--- config.mk ---
export PLATFORM = sky130hd
export DESIGN_NAME = matvec_seq_ctrl
export DESIGN_NICKNAME = d
export VERILOG_FILES = /design/src/rtl/matvec_pkg.sv /design/src/rtl/matvec_csr_regs.sv /design/src/rtl/matvec_seq_ctrl.sv
export SDC_FILE = /design/constraint.sdc
export NUM_CORES = 1
export LEC_CHECK = 0
export ABC_AREA = 1
export ABC_CLOCK_PERIOD_IN_PS = 6900
export CORE_MARGIN = 10
export CORE_UTILIZATION = 27
export DETAILED_ROUTE_END_ITERATION = 10
export MAX_ROUTING_LAYER = met4
export PLACE_DENSITY = 0.46
export SETUP_SLACK_MARGIN = 0.5
export SLEW_MARGIN = 0
export SYNTH_ARGS = -nofsm -noshare
export SYNTH_HDL_FRONTEND = slang
export SYNTH_SLANG_ARGS = --single-unit
--- constraint.sdc ---
create_clock -name clk -period 6.9 [get_ports clk]
set_clock_uncertainty 0.2 [all_clocks]
set_input_delay 0.69 -clock clk [delete_from_list [all_inputs] [get_ports clk]]
set_output_delay 0.69 -clock clk [all_outputs]
set_load 0.02 [all_outputs]
--- src/rtl/matvec_pkg.sv ---
// Shared types and constants for the matrix-vector sequencer.
// State encoding, CSR address map and CTRL bit positions.
package matvec_pkg;

    typedef enum logic [2:0] {
        IDLE,
        CLEAR,
        CAL,
        DRAIN,
        READ,
        DONE
    } state_t;

    localparam logic [1:0] ADDR_ROW  = 2'd0;
    localparam logic [1:0] ADDR_COL  = 2'd1;
    localparam logic [1:0] ADDR_CTRL = 2'd2;
    localparam logic [1:0] ADDR_RSVD = 2'd3;

    localparam int CTRL_START   = 0;
    localparam int CTRL_ABORT   = 1;
    localparam int CTRL_ERR_CLR = 2;

endpackage

--- src/rtl/matvec_csr_regs.sv ---
// CSR write decode: size registers, start/abort pulses, sticky error.
// Size writes and starts are locked out while a sequence is running.
module matvec_csr_regs
    import matvec_pkg::*;
#(
    parameter int SIZE_W = 8,
    parameter int DATA_W = 32
) (
    input  logic              clk,
    input  logic              reset,
    input  logic              csr_valid,
    input  logic [1:0]        csr_addr,
    input  logic [DATA_W-1:0] csr_data,
    input  logic              busy,
    output logic              start,
    output logic              abort,
    output logic [SIZE_W-1:0] row_size,
    output logic [SIZE_W-1:0] col_size,
    output logic              err
);

    logic wr_row;
    logic wr_col;
    logic wr_ctrl;
    logic wr_rsvd;
    logic req_start;
    logic err_set;
    logic err_clr;
    logic data_unused;

    assign wr_row  = csr_valid && (csr_addr == ADDR_ROW);
    assign wr_col  = csr_valid && (csr_addr == ADDR_COL);
    assign wr_ctrl = csr_valid && (csr_addr == ADDR_CTRL);
    assign wr_rsvd = csr_valid && (csr_addr == ADDR_RSVD);

    // Abort wins over start when both bits arrive in one write.
    assign req_start = wr_ctrl && csr_data[CTRL_START]
                     && !csr_data[CTRL_ABORT];
    assign abort     = wr_ctrl && csr_data[CTRL_ABORT];
    assign start     = req_start && !busy;
    assign err_clr   = wr_ctrl && csr_data[CTRL_ERR_CLR];
    assign err_set   = wr_rsvd
                     || (busy && (wr_row || wr_col || req_start));

    // Upper data bits carry nothing for this block.
    assign data_unused = ^csr_data;

    // Size registers only move while idle; err set beats err clear.
    always_ff @(posedge clk) begin
        if (reset) begin
            row_size <= '0;
            col_size <= '0;
            err      <= 1'b0;
        end else begin
            if (wr_row && !busy) begin
                row_size <= csr_data[SIZE_W-1:0];
            end
            if (wr_col && !busy) begin
                col_size <= csr_data[SIZE_W-1:0];
            end
            if (err_set) begin
                err <= 1'b1;
            end else if (err_clr) begin
                err <= 1'b0;
            end
        end
    end

endmodule

--- src/rtl/matvec_seq_ctrl.sv ---
// Sequencer for the systolic matrix-vector PE array.
// Runs clear, compute, pipeline drain and readout per start command.
module matvec_seq_ctrl
    import matvec_pkg::*;
#(
    parameter int SIZE_W   = 8,
    parameter int DATA_W   = 32,
    parameter int PIPE_LAT = 2
) (
    input  logic              clk,
    input  logic              reset,
    input  logic              csr_valid,
    output logic              csr_ready,
    input  logic [1:0]        csr_addr,
    input  logic [DATA_W-1:0] csr_data,
    output logic              pe_clear,
    output logic              pe_en,
    output logic              pe_read,
    output logic [SIZE_W-1:0] read_idx,
    output logic              busy,
    output logic              done,
    output logic              err
);

    localparam logic [SIZE_W-1:0] DR_LAST =
        SIZE_W'((PIPE_LAT > 0) ? PIPE_LAT - 1 : 0);

    state_t            state;
    logic              start;
    logic              abort;
    logic [SIZE_W-1:0] row_size;
    logic [SIZE_W-1:0] col_size;
    logic [SIZE_W-1:0] row_w;
    logic [SIZE_W-1:0] col_w;
    logic [SIZE_W-1:0] rd_cnt;
    logic [SIZE_W-1:0] dr_cnt;
    logic [SIZE_W:0]   cal_cnt;
    logic [SIZE_W:0]   cal_last;

    matvec_csr_regs #(
        .SIZE_W (SIZE_W),
        .DATA_W (DATA_W)
    ) u_regs (
        .clk       (clk),
        .reset     (reset),
        .csr_valid (csr_valid),
        .csr_addr  (csr_addr),
        .csr_data  (csr_data),
        .busy      (busy),
        .start     (start),
        .abort     (abort),
        .row_size  (row_size),
        .col_size  (col_size),
        .err       (err)
    );

    assign csr_ready = 1'b1;
    assign busy      = (state != IDLE);
    assign read_idx  = rd_cnt;

    // One extra bit so max+max cannot wrap.
    assign cal_last = {1'b0, row_w} + {1'b0, col_w};

    // Sequencer FSM with counters and registered strobes.
    always_ff @(posedge clk) begin
        if (reset || abort) begin
            state    <= IDLE;
            row_w    <= reset ? '0 : row_w;
            col_w    <= reset ? '0 : col_w;
            cal_cnt  <= '0;
            dr_cnt   <= '0;
            rd_cnt   <= '0;
            pe_clear <= 1'b0;
            pe_en    <= 1'b0;
            pe_read  <= 1'b0;
            done     <= 1'b0;
        end else begin
            unique case (state)
                IDLE: begin
                    if (start) begin
                        state    <= CLEAR;
                        row_w    <= row_size;
                        col_w    <= col_size;
                        pe_clear <= 1'b1;
                    end
                end
                CLEAR: begin
                    state    <= CAL;
                    pe_clear <= 1'b0;
                    pe_en    <= 1'b1;
                end
                CAL: begin
                    if (cal_cnt == cal_last) begin
                        cal_cnt <= '0;
                        pe_en   <= 1'b0;
                        if (PIPE_LAT == 0) begin
                            state   <= READ;
                            pe_read <= 1'b1;
                        end else begin
                            state <= DRAIN;
                        end
                    end else begin
                        cal_cnt <= cal_cnt + 1'b1;
                    end
                end
                DRAIN: begin
                    if (dr_cnt == DR_LAST) begin
                        dr_cnt  <= '0;
                        state   <= READ;
                        pe_read <= 1'b1;
                    end else begin
                        dr_cnt <= dr_cnt + 1'b1;
                    end
                end
                READ: begin
                    if (rd_cnt == col_w) begin
                        rd_cnt  <= '0;
                        state   <= DONE;
                        pe_read <= 1'b0;
                        done    <= 1'b1;
                    end else begin
                        rd_cnt <= rd_cnt + 1'b1;
                    end
                end
                DONE: begin
                    state <= IDLE;
                    done  <= 1'b0;
                end
                default: begin
                    state <= IDLE;
                end
            endcase
        end
    end

endmodule

==> summary.txt <==
Critical path
  – Crit Path Class: flip-flop to output pin
  – Reg2reg path depth: 14
  – Critical Path Sink Type: output pin
  – CP max FO: 6
  – R2r setup slk: 4410 ps
  – Slowest-stage cell, CP: clkdlybuf4s50_1
  – Critical Path Start Type: flip-flop
  – Worst path required time: 6010 ps
  – Arrival @ worst endpoint: 1920 ps
  – Slowest stage delay, CP: 560 ps
  – Reg2Reg Launch Point: col_w[0]
  – Worst path top cell family by delay: buffers and inverters
  – CP bufs+invs: 3
  – Critical path, cell by cell: nor2_1 > inv_2 > nor2_1 > inv_2 > clkdlybuf4s50_1
  – Worst r2r dst: cal_cnt[6]

STA
  – Total negative slack: 0 ps
  – Final worst path period need: 2813 ps
  – Rel. slew slack: 58.88%
  – Worst-Margin Slew: 615.4 ps
  – Final worst-path cycle share: 40.76%
  – Fmax: 355.5 MHz
  – Max Transition Viols Final: 0
  – Final Hold Violating Endpoints: 0
  – Setup violations, final: 0
  – RSZ-0062 raised after global routing: false

Final layout
  – Synthesis-to-finish area growth: 22.28%
  – Finished Layout Cells: 610
  – Layout Nets: 508
  – Share of layout cells above drive strength 1: 8.207%
  – Final core utilization: 33.84%
  – Filler instances: 1,283
  – Final instance area: 0.004065 mm2
  – Ant. Diodes: 0

Power
  – Power share of the sequential group: 38.4%
  – Internal Power: 813.2 uW
  – Clock power frac: 44.0%
  – Sw Share: 28.55%
  – Logic pwr share: 17.6%
  – Psw: 325.0 uW
  – Peak VDD IR: 0.1106 mV
  – Leak: 1.569 nW
  – Tot Pwr: 1.138 mW
  – Pwr/cell area: 280.0 mW/mm2

Clocking
  – Resized Gates After CTS: 0
  – CTS Buffer Depth: 2
  – H-tree depth: 3
  – Clock slew at reported path FFs: 60 ps
  – Insertion delay to the later sink of the worst-skew pair: 340 ps
  – Hold_buf cts: 0
  – Total clock sinks: 65
  – CTS Root Cell: clkbuf_16
  – Cts bufs inserted: 9
  – CTS tree: built
  – Post-CTS setup buffers: 0

Yosys
  – Synth Area in Adders: 5.119%
  – Warnings from Yosys: 0
  – Post-synth top area cell: dfxtp_1
  – Post-synthesis mux area share: 0%
  – Top_reg_cell synth: dfxtp_1
  – Post-synth net total: 477
  – Syn Inst Count: 427
  – Yosys cell types: 40
  – Yosys reg bits: 65
  – Number of synthesized flops with an enable pin: 16
  – Syn_area_per_cell: 7.786 um2
  – Simple-gate share of the synthesized area: 23.37%
  – Fraction of registers with async set/reset: 0%
  – Post-synthesis xor/xnor area fraction: 6.323%
  – Top cells by area, synth: dfxtp_1, edfxtp_1, nand2_1
  – Main combinational cell family by area after synthesis: simple AND/OR/NAND/NOR gates
  – Seq/Total Area, Yosys: 43.96%
  – Synth Area in Compound Gates: 12.72%
  – Top cell type's share of synthesized area: 29.51%
  – Mapped cell area: 0.003324 mm2

Drt
  – DRC Markers: 0
  – Routed Wire Length: 7.123 mm
  – Met2 WL: 3.056 mm
  – DR WL met3: 188 um
  – Via count: 2,667
  – ANT nets after route: 0
  – Met1 Wirelength: 3.718 mm
  – Drt wl/cell: 11.68 um
  – First drt pass iteration count: 4
  – Top Layer Used: met4
  – First DRT Iteration DRCs: 131
  – Vias per cell: 4.372

Place
  – RD Place Congestion: 0.8183
  – Port Buf Inserts: 26
  – Post-placement cell count: 594
  – Placed cell areas: 0.003737 mm2
  – Placed wire-length estimate: 5.396 mm

GRT
  – Largest net degree at the start of global routing: 34
  – GRT Overall Usage: 9.483%
  – First-pass GRT wire length: 12.43 mm
  – Overflow after GRT: 0
  – Vias in the first global route: 2,537
  – Initial antenna violation count: 0

Floorplanning
  – Ports: 52
  – Core box area: 0.01201 mm2
  – Starting Density: 27.68%
  – Die Wd: 131.0 um
  – Die area: 0.01715 mm2
  – Die height: 131.0 um
  – Standard-cell rows: 40

Hold path
  – Worst min path class: flip-flop to flip-flop
  – Min-Delay Endpoint: pe_read
  – HP Start: pe_read
  – Min-Delay Path Depth: 2

Flow run
  – Max-cap viol count: 0

Outcome
  – Run status: finished clean
-- layout make-up --
type / instances / area, um2 / share of cell area [%]
Tap cell: 147 / 183.9 / 4.524
Inverter: 64 / 240.2 / 5.909
Sequential cell: 65 / 1461 / 35.95
Multi-Input combinational cell: 291 / 1584 / 38.97
Clock inverter: 7 / 102.6 / 2.524
Clock buffer: 9 / 225.2 / 5.540
Timing Repair Buffer: 27 / 267.8 / 6.587
-- through the flow --
stage / hold WS (ps) / worst slack (ps)
2_1_floorplan: 229.7 / 4658
3_3_place_gp: 243.5 / 3985
3_5_place_dp: 247.0 / 3958
4_1_cts: 256.1 / 4080
5_1_grt: 269.3 / 3980
6_report: 251.1 / 4087
-- cell usage in the layout, fill, tap and decap left out, types with 2 or more instances in the layout --
master / netlist / final
nand3b_1: 4 / 4
nor2_1: 53 / 53
o21ai_0: 28 / 28
clkbuf_16: 0 / 9
a221oi_1: 2 / 2
nand2_2: 2 / 2
nor2_2: 5 / 5
edfxtp_1: 16 / 16
clkinv_4: 0 / 2
nor3_1: 6 / 6
inv_2: 5 / 5
inv_1: 59 / 59
nand2_1: 77 / 77
inv_6: 0 / 2
nand3_1: 18 / 18
a21oi_1: 38 / 38
dfxtp_1: 49 / 49
nor2_4: 2 / 2
clkdlybuf4s50_1: 0 / 26
a211oi_1: 2 / 2
nand4_1: 3 / 3
bufinv_16: 0 / 2
ha_1: 12 / 12
xnor2_1: 8 / 8
xor2_1: 16 / 16
-- cells in the mapped netlist, types with 2 or more instances --
cell type,number
nand2_1,77
inv_1,59
nor2_1,53
dfxtp_1,49
a21oi_1,38
o21ai_0,28
nand3_1,18
edfxtp_1,16
xor2_1,16
ha_1,12
xnor2_1,8
nor3_1,6
inv_2,5
nor2_2,5
nand3b_1,4
clkbuf_1,3
nand4_1,3
a211oi_1,2
a221oi_1,2
nand2_2,2
nor2_4,2
-- worst register-to-register path, stage by stage, from the launching register on --
cell	delay, ps
edfxtp_1	410
ha_1	230
fa_1	390
nand2_1	120
nand2_1	110
nand3_1	100
nand2_1	50
nand2_1	80
nand2_1	60
nand2_1	50
nand2_1	50
inv_1	60
nand3_2	150
o21ai_4	260
nor2_1	80
-- worst max path at each step --
stage / start / end / slack, ps / cells after the start
4_1_cts: state[1] / busy / 4080 / 5
3_3_place_gp: csr_valid / col_w[5] / 3990 / 7
2_1_floorplan: col_w[0] / state[1] / 4660 / 13
3_5_place_dp: csr_addr[1] / col_w[6] / 3960 / 7
5_1_grt: state[1] / busy / 3980 / 5
6_report: state[1] / busy / 4090 / 5
-- power by group through the flow --
| stage | Clock, mW | Combinational, mW | Sequential, mW |
|---|---|---|---|
| after floorplan | 0 | 0.142 | 0.446 |
| after global placement | 0 | 0.201 | 0.446 |
| after detailed placement | 0 | 0.202 | 0.446 |
| after CTS | 0.517 | 0.203 | 0.438 |
| after global routing | 0.533 | 0.232 | 0.441 |
| final | 0.501 | 0.200 | 0.437 |
-- state kept, by name, summed over array words and instances, names as in the netlist --
name,flops
read_idx,8
state,3
done,1
u_regs.row_size,8
row_w,8
u_regs.col_size,8
cal_cnt,9
pe_en,1
u_regs.err,1
col_w,8
pe_clear,1
pe_read,1
dr_cnt,8
-- kinds of logic after synthesis --
logic type,Yosys count
AND/OR/NAND/NOR,176
AO/OA/AOI/OAI,77
buffers and inverters,71
flip-flops,65
XOR/XNOR,24
adder cells (fa/ha/maj),13
other,1
-- routing by layer --
layer | track usage (%) | vias to the layer above
li1 | - | 1444
met1 | 12.04 | 1176
met2 | 13.41 | 36
met3 | 2.458 | 11
met4 | 5.298 | 0
met5 | - | -
No activity file was read; power rests on OpenSTA's default activity.
